`config.mk`:
```
export PLATFORM = sky130hd
export DESIGN_NAME = uart_rx
export DESIGN_NICKNAME = d
export VERILOG_FILES = /design/src/rtl/uart_pkg.sv /design/src/rtl/uart_sync_2ff.sv /design/src/rtl/uart_rx.sv
export SDC_FILE = /design/constraint.sdc
export NUM_CORES = 1
export LEC_CHECK = 0
export CORE_ASPECT_RATIO = 1.25
export CORE_UTILIZATION = 40
export DETAILED_ROUTE_END_ITERATION = 16
export GPL_ROUTABILITY_DRIVEN = 0
export HOLD_SLACK_MARGIN = 0.06
export SLEW_MARGIN = 20
export SYNTH_ARGS = -nofsm -noshare
export SYNTH_HDL_FRONTEND = slang
export SYNTH_SLANG_ARGS = --single-unit
```
`constraint.sdc`:
```
create_clock -name clk -period 2.2 [get_ports clk]
set_input_delay 0.44 -clock clk [delete_from_list [all_inputs] [get_ports clk]]
set_output_delay 0.44 -clock clk [all_outputs]
set_load 0.05 [all_outputs]
```
`src/rtl/uart_pkg.sv`:
```
// Shared UART definitions: FSM state encodings, frame width and line levels.
// Used by both the receive and transmit stages.
package uart_pkg;

    localparam int unsigned UART_DATA_BITS  = 8;
    localparam logic        UART_IDLE_LEVEL = 1'b1;

    typedef enum logic [2:0] {
        IDLE   = 3'd0,
        START  = 3'd1,
        DATA   = 3'd2,
        PARITY = 3'd3,
        STOP   = 3'd4,
        BREAK  = 3'd5
    } uart_state_e;

    // Even parity: the bit that makes the total count of ones even.
    function automatic logic even_parity(input logic [UART_DATA_BITS-1:0] d);
        return ^d;
    endfunction

endpackage

```
`src/rtl/uart_sync_2ff.sv`:
```
// Single-bit two-flop synchronizer for asynchronous inputs.
// RESET_VAL sets the value both flops take while reset is asserted.
module uart_sync_2ff #(
    parameter logic RESET_VAL = 1'b1
) (
    input  logic clk,
    input  logic rst,
    input  logic d,
    output logic q
);

    logic meta_q;
    logic sync_q;

    always_ff @(posedge clk or posedge rst) begin
        if (rst) begin
            meta_q <= RESET_VAL;
            sync_q <= RESET_VAL;
        end else begin
            meta_q <= d;
            sync_q <= meta_q;
        end
    end

    assign q = sync_q;

endmodule

```
`src/rtl/uart_rx.sv`:
```
// UART receiver: synchronizes rxd, recovers LSB-first frames and strobes each byte out.
// Default framing is 8N1; defining UART_RX_PARITY_EN switches to 8E1 with parity_err.
module uart_rx
    import uart_pkg::*;
#(
    parameter int unsigned CLKS_PER_BIT = 16
) (
    input  logic                      clk,
    input  logic                      rst,
    input  logic                      rxd,
    output logic [UART_DATA_BITS-1:0] data_i,
    output logic                      rx_valid,
    output logic                      frame_err,
    output logic                      parity_err
);

    localparam int unsigned CNT_W     = (CLKS_PER_BIT > 1) ? $clog2(CLKS_PER_BIT) : 1;
    localparam int unsigned BIT_CNT_W = 3;
    localparam logic [CNT_W-1:0]     HALF_LAST = CNT_W'(CLKS_PER_BIT / 2 - 1);
    localparam logic [CNT_W-1:0]     BIT_LAST  = CNT_W'(CLKS_PER_BIT - 1);
    localparam logic [BIT_CNT_W-1:0] LAST_BIT  = BIT_CNT_W'(UART_DATA_BITS - 1);

    logic                      rxd_s;
    uart_state_e               state_q, state_d;
    logic [CNT_W-1:0]          clk_cnt_q, clk_cnt_d;
    logic [BIT_CNT_W-1:0]      bit_cnt_q, bit_cnt_d;
    logic [UART_DATA_BITS-1:0] shift_q, shift_d;
    logic [UART_DATA_BITS-1:0] data_q, data_d;
    logic                      rx_valid_q, rx_valid_d;
    logic                      frame_err_q, frame_err_d;
`ifdef UART_RX_PARITY_EN
    logic                      par_bit_q, par_bit_d;
    logic                      parity_err_q, parity_err_d;
`endif

    uart_sync_2ff #(
        .RESET_VAL (UART_IDLE_LEVEL)
    ) u_sync (
        .clk (clk),
        .rst (rst),
        .d   (rxd),
        .q   (rxd_s)
    );

    // Frame recovery: next state, bit timing and result pulses.
    always_comb begin
        state_d     = state_q;
        clk_cnt_d   = clk_cnt_q + CNT_W'(1);
        bit_cnt_d   = bit_cnt_q;
        shift_d     = shift_q;
        data_d      = data_q;
        rx_valid_d  = 1'b0;
        frame_err_d = 1'b0;
`ifdef UART_RX_PARITY_EN
        par_bit_d    = par_bit_q;
        parity_err_d = 1'b0;
`endif
        case (state_q)
            IDLE: begin
                clk_cnt_d = '0;
                bit_cnt_d = '0;
                if (rxd_s != UART_IDLE_LEVEL) begin
                    state_d = START;
                end
            end
            START: begin
                if (clk_cnt_q == HALF_LAST) begin
                    state_d = (rxd_s == UART_IDLE_LEVEL) ? IDLE : DATA;
                end
            end
            DATA: begin
                if (clk_cnt_q == BIT_LAST) begin
                    clk_cnt_d = '0;
                    shift_d   = {rxd_s, shift_q[UART_DATA_BITS-1:1]};
                    bit_cnt_d = bit_cnt_q + BIT_CNT_W'(1);
                    if (bit_cnt_q == LAST_BIT) begin
`ifdef UART_RX_PARITY_EN
                        state_d = PARITY;
`else
                        state_d = STOP;
`endif
                    end
                end
            end
`ifdef UART_RX_PARITY_EN
            PARITY: begin
                if (clk_cnt_q == BIT_LAST) begin
                    par_bit_d = rxd_s;
                    state_d   = STOP;
                end
            end
`endif
            STOP: begin
                if (clk_cnt_q == BIT_LAST) begin
                    if (rxd_s == UART_IDLE_LEVEL) begin
                        state_d = IDLE;
`ifdef UART_RX_PARITY_EN
                        if (par_bit_q != even_parity(shift_q)) begin
                            parity_err_d = 1'b1;
                        end else begin
                            data_d     = shift_q;
                            rx_valid_d = 1'b1;
                        end
`else
                        data_d     = shift_q;
                        rx_valid_d = 1'b1;
`endif
                    end else begin
                        // Low stop bit: report once, then wait out any break.
                        frame_err_d = 1'b1;
                        state_d     = BREAK;
                    end
                end
            end
            BREAK: begin
                clk_cnt_d = '0;
                if (rxd_s == UART_IDLE_LEVEL) begin
                    state_d = IDLE;
                end
            end
            default: begin
                state_d = IDLE;
            end
        endcase
        if (state_d != state_q) begin
            clk_cnt_d = '0;
        end
    end

    always_ff @(posedge clk or posedge rst) begin
        if (rst) begin
            state_q     <= IDLE;
            clk_cnt_q   <= '0;
            bit_cnt_q   <= '0;
            shift_q     <= '0;
            data_q      <= '0;
            rx_valid_q  <= 1'b0;
            frame_err_q <= 1'b0;
`ifdef UART_RX_PARITY_EN
            par_bit_q    <= 1'b0;
            parity_err_q <= 1'b0;
`endif
        end else begin
            state_q     <= state_d;
            clk_cnt_q   <= clk_cnt_d;
            bit_cnt_q   <= bit_cnt_d;
            shift_q     <= shift_d;
            data_q      <= data_d;
            rx_valid_q  <= rx_valid_d;
            frame_err_q <= frame_err_d;
`ifdef UART_RX_PARITY_EN
            par_bit_q    <= par_bit_d;
            parity_err_q <= parity_err_d;
`endif
        end
    end

    assign data_i    = data_q;
    assign rx_valid  = rx_valid_q;
    assign frame_err = frame_err_q;
`ifdef UART_RX_PARITY_EN
    assign parity_err = parity_err_q;
`else
    assign parity_err = 1'b0;
`endif

endmodule
```
==> Word level (Yosys, flattened, before mapping) <==
Cells that the tools add are included.
{ "op_classes": {"reduce_logical": 6, "muxes": 20, "eq_ne": 9, "addsub": 2} }
{ "ops": {"columns": ["op", "count"], "rows": [
  ["2-to-1 mux 3 bit", 8],
  ["case mux 3 bit (5 select lines)", 1],
  ["equality test 3 bit (second input constant)", 3],
  ["2-to-1 mux 4 bit", 2],
  ["case mux 4 bit (2 select lines)", 1],
  ["2-to-1 mux 1 bit", 6],
  ["case mux 3 bit (2 select lines)", 1],
  ["adder 4 x 1 -> 4 bit (second input constant)", 1],
  ["equality test 4 x 3 -> 1 bit (second input constant)", 1],
  ["equality test 4 bit (second input constant)", 1],
  ["AND reduction 2 bit", 2],
  ["adder 3 x 1 -> 3 bit (second input constant)", 1],
  ["equality test 3 x 1 -> 1 bit (second input constant)", 1],
  ["equality test 3 x 2 -> 1 bit (second input constant)", 1],
  ["logical NOT 3 bit", 1],
  ["inequality test 3 bit", 1],
  ["AND reduction 3 bit", 1],
  ["2-to-1 mux 2 bit", 1],
  ["inequality test 2 bit (second input constant)", 1],
  ["nonzero test 2 bit", 1],
  ["OR reduction 2 bit", 1]
]} }
{ "totals": {"output_inout_bits": 11, "ff_bits": 30, "wordCells": 46, "in_bits": 3} }

==> Depth between registers and ports, before layout <==
{ "logic_depth": {"depth_word": 6, "ltp_mapped": 6, "ltp_nobuf": 5} }

==> By module <==
A second synthesis with hierarchy kept.
{ "unflattened": {"cells_unflattened": 111, "area_unflattened_um2": 1406.3} }
{ "by_module_without_submodules": {"columns": ["module", "cells_per_inst", "seq_area_each_um2", "n_inst", "area_per_inst_um2"], "rows": [
  ["uart_rx", 108, 700.7, 1, 1350.0],
  ["uart_sync_2ff", 3, 52.6, 1, 56.3]
]} }

==> Worst setup path before layout <==
OpenSTA, ideal clock, no wires.
{ "synth_timing": {"kind": "reg-to-reg", "from": "register clk_cnt_q[0]", "to": "register shift_q[7]", "setup_time_ns": 0.125, "path_slack_ns": 0.553, "t_arrival_ns": 1.522, "stages_incl_launch_ff": 7, "path_cell_list": "dfrtp_1 > ha_1 > and3_1 > buf_6 > and3_4 > buf_6 > mux2_4"} }
{ "synth_via": {"elab_chain_cells": 2} }
{ "synth_rtl": {"columns": ["item", "line", "text"], "rows": [
  ["start: declaration", "uart_rx.sv:25", "logic [CNT_W-1:0] clk_cnt_q, clk_cnt_d;"],
  ["start signal: assignment", "uart_rx.sv:145", "clk_cnt_q <= clk_cnt_d;"],
  ["equality test 4 bit", "uart_rx.sv:72", "if (clk_cnt_q == BIT_LAST) begin"],
  ["AND reduction 2 bit (no source line)", null, null],
  ["end signal: assignment", "uart_rx.sv:147", "shift_q <= shift_d;"],
  ["end: declaration", "uart_rx.sv:27", "logic [UART_DATA_BITS-1:0] shift_q, shift_d;"]
]} }
Every way passes these cells.
A chain may end at the register's enable or synchronous reset.

==> Worst setup path after layout <==
{ "layout_timing": {"from": "register data_q[7] (netlist: data_i[7])", "to": "output data_i[7]"} }
{ "layout_lines": {"columns": ["item", "line", "text"], "rows": [
  ["start: declaration", "uart_rx.sv:28", "logic [UART_DATA_BITS-1:0] data_q, data_d;"],
  ["start signal: assignment", "uart_rx.sv:148", "data_q <= data_d;"],
  ["end: declaration", "uart_rx.sv:11", "output logic [UART_DATA_BITS-1:0] data_i,"]
]} }
No word-level cell between the ends.

==> summary.md <==
| Metric | Value |
|---|---|
| Status | `complete, no violations` |
| FMAX | `~540 MHz` |
| Max incr delay on CP | `~0.8 ns` |
| Post-DP HPWL | `between 1000 and 1500 um` |
| Fraction of layout cells with a size suffix above 1 | `a little under a third` |
| Drt first pass iters | `4` |
| Fin. Hold Viols | `0` |
| Overall global routing resource usage | `around 15%` |
| Die height | `~68 um` |
| Worst min-delay path category | `reg2reg` |
| Initial Util | `a little over two fifths` |
| Most frequent cells in the layout | `28 x dfrtp_1, 16 x mux2_2, 12 x clkdlybuf4s50_1, 6 x clkbuf_8, 5 x a21oi_1` |
| Detailed-route DRC error count | `0` |
| Postcts setup bufs | `0` |
| Root buf cell | `clkbuf_8` |
| Vias | `slightly below 900` |
| Maxcap violations | `0` |
| CP top delay family | `buffers and inverters` |
| Worst slew pin tran | `0.502 ns` |
| Cell variety after synth | `41` |
| Final antenna-violating net count | `0` |
| Crit path cell chain | `clkdlybuf4s50_1` |
| Crit. path cell count | `1` |
| Core ar. | `between 3000 and 4000 sq um` |
| I/O pins | `14` |
| Async set-or-reset flop fraction in the synthesized netlist | `100%` |
| Clock period minus worst slack | `1.87 ns` |
| Initial antenna violation count | `0` |
| Vias in the first global route | `781` |
| Critical Path Slowest Stage Cell | `clkdlybuf4s50_1` |
| Buf+Inv Stages, Crit Path | `1` |
| CP Max Fanout | `2` |
| # resized after CTS | `0` |
| Leakage | `~0.73 nW` |
| Power Density | `between 900 and 1000 nW/um^2` |
| IO buf count | `12` |
| Starting DRT DRC Count | `17` |
| Largest net degree at the start of global routing | `31` |
| Post-synth EDFFs | `0` |
| WL per Instance | `13.9 um` |
| Layout area overhead | `16.1%` |
| Layout fillers | `308` |
| Setup violators final | `0` |
| VDD IR max | `roughly 0.44 mV` |
| Final setup skew | `between 0.003 and 0.004 ns` |
| CTS hold repair buffers | `0` |
| Fin util | `49.2%` |
| FF/Latch Area | `around 750 sq um` |
| Fin area | `around 1600 sq um` |
| Total Neg Setup Slack | `0 ns` |
| FF+latch count, synth | `30` |
| Clk buf depth | `2` |
| Critical Path Source Type | `register` |
| CTS HTree Levels | `2` |
| Clk Latency, worst-skew pair | `0.27 ns` |
| WHS Path Cells | `0` |
| GRT overflow | `0` |
| Commonest non-fill, non-tap cell in the layout | `dfrtp_1` |
| First-pass GRT wire length | `3650 um` |
| Worst-path clk slew | `0.06 ns` |
| CTS buffer count | `5` |
| CTS tree | `yes` |
| Placed Instance Area | `approximately 1500 sq um` |
| Mean Syn Cell Area | `about 13 sq um` |
| # diodes | `0` |
| Main synth FF type | `dfrtp_1` |
| Unrepaired setup endpoints after global routing | `no` |
| Hold_sp | `u_sync.meta_q$_DFF_PP1_` |
| # rows | `23` |
| Period Utilization, post-route | `84.9%` |
| Die Width | `roughly 54 um` |
| Clock Sinks | `30` |
| CP endpoint kind | `primary output` |
| Final net count | `approximately 130` |
| Post-Syn Area | `1380 sq um` |
| Slew Viols, Final | `0` |
| Synth Net Count | `around 110` |
| Multi-input gate area | `between 500 and 600 sq um` |
| Drt total wl | `roughly 2200 um` |
| Via density | `~5.6` |
| Critical Path Start | `data_i[7]$_DFFE_PP0P_` |
| Worst reg2reg path depth | `4` |
| Sequential share of the synthesized area | `between 50 and 60%` |
| Syn Inst Count | `roughly 110` |
| Crit Reg-Reg Startpoint | `clk_cnt_q[0]$_DFF_PP0_` |
| Worst path arrival time | `roughly 1.4 ns` |
| Die area | `about 3700 sq um` |
| WP data required | `around 1.8 ns` |
| Yosys warning count | `0` |
| Rel. slew slack | `about 66%` |
| Crit path kind | `reg2out` |
==> path summary, 6_finish.rpt <==
path / end / slack [ns]
max: data_i[7] / 0.33
min reg2reg: u_sync.q$_DFF_PP1_ / 0.36
min: u_sync.q$_DFF_PP1_ / 0.36
max in group asynchronous: u_sync.q$_DFF_PP1_ / 1.36
min in group asynchronous: shift_q[6]$_DFFE_PP0P_ / 0.54
max reg2reg: shift_q[6]$_DFFE_PP0P_ / 0.44
==> final cells by class <==
class / count / area share [%]
Clock inverter: 2 / 0.782
Tap cell: 37 / 2.90
Multi-Input combinational cell: 67 / 35.1
Inverter: 2 / 0.469
Timing Repair Buffer: 14 / 8.45
Clock buffer: 6 / 5.16
Sequential cell: 30 / 47.1
==> cells in the mapped netlist, types with 2 or more instances <==
master    instances  area, sq um
a21oi_1           5         25.0
dfrtp_1          28          701
nor3_1            3         15.0
dfstp_2           2         52.6
inv_1             2         7.51
nand2b_1          2         12.5
and3_1            2         12.5
nand2_1           3         11.3
ha_1              3         37.5
mux2_2           16          180
xor2_1            2         17.5
buf_6             3         33.8
nor2_1            4         15.0
buf_2             2         10.0
o21ai_0           3         15.0
==> where the power goes <==
group | total (mW) | internal (mW) | switching [mW]
registers | 0.744 | 0.652 | 0.0923
logic | 0.294 | 0.159 | 0.135
clock network | 0.451 | 0.251 | 0.200
==> worst register-to-register path, delay by kind of cell, from the launching register on <==
kind	cells	cell delay, ns
multiplexers	1	0.36
AND/OR/NAND/NOR	2	0.65
adder cells (fa/ha/maj)	1	0.27
flip-flops	1	0.37
==> through the flow <==
step | power, mW | std cells | hold slack (ns) | worst slack [ns]
CTS | 1.51 | 158 | 0.356 | 0.305
global route | 1.59 | 158 | 0.361 | 0.276
finish | 1.49 | 158 | 0.356 | 0.332
detailed placement | 1.05 | 150 | 0.347 | 0.447
floorplan | 1.02 | 106 | 0.345 | 0.553
global placement | 1.03 | 150 | 0.346 | 0.469
==> registers in the layout, summed over array words and instances (netlist names) <==
name	count
state_q	3
u_sync.meta_q	1
rx_valid	1
u_sync.q	1
shift_q	8
bit_cnt_q	3
frame_err	1
data_i	8
clk_cnt_q	4
==> metal layers <==
metal,vias up,GRT usage [%],part of all wire [%]
met3,5,5.41,3.5
met2,18,20.6,49
met5,-,0,0
met4,0,8.65,1.7
li1,417,-,-
met1,439,18.7,46
==> cell families (layout without fill, tap and decap cells) <==
kind of cell,after synthesis,after routing,share of synthesized area [%]
buffers and inverters,9,24,4.54
xor gates and xnor gates,2,2,1.27
and+or+nand+nor,26,26,13.1
DFF,30,30,54.7
AOI/OAI and AO/OA,18,18,9.26
adders and majority gates,3,3,2.73
other,1,1,0.272
muxes,17,17,14.2
Power figures use the tool's default switching activity.
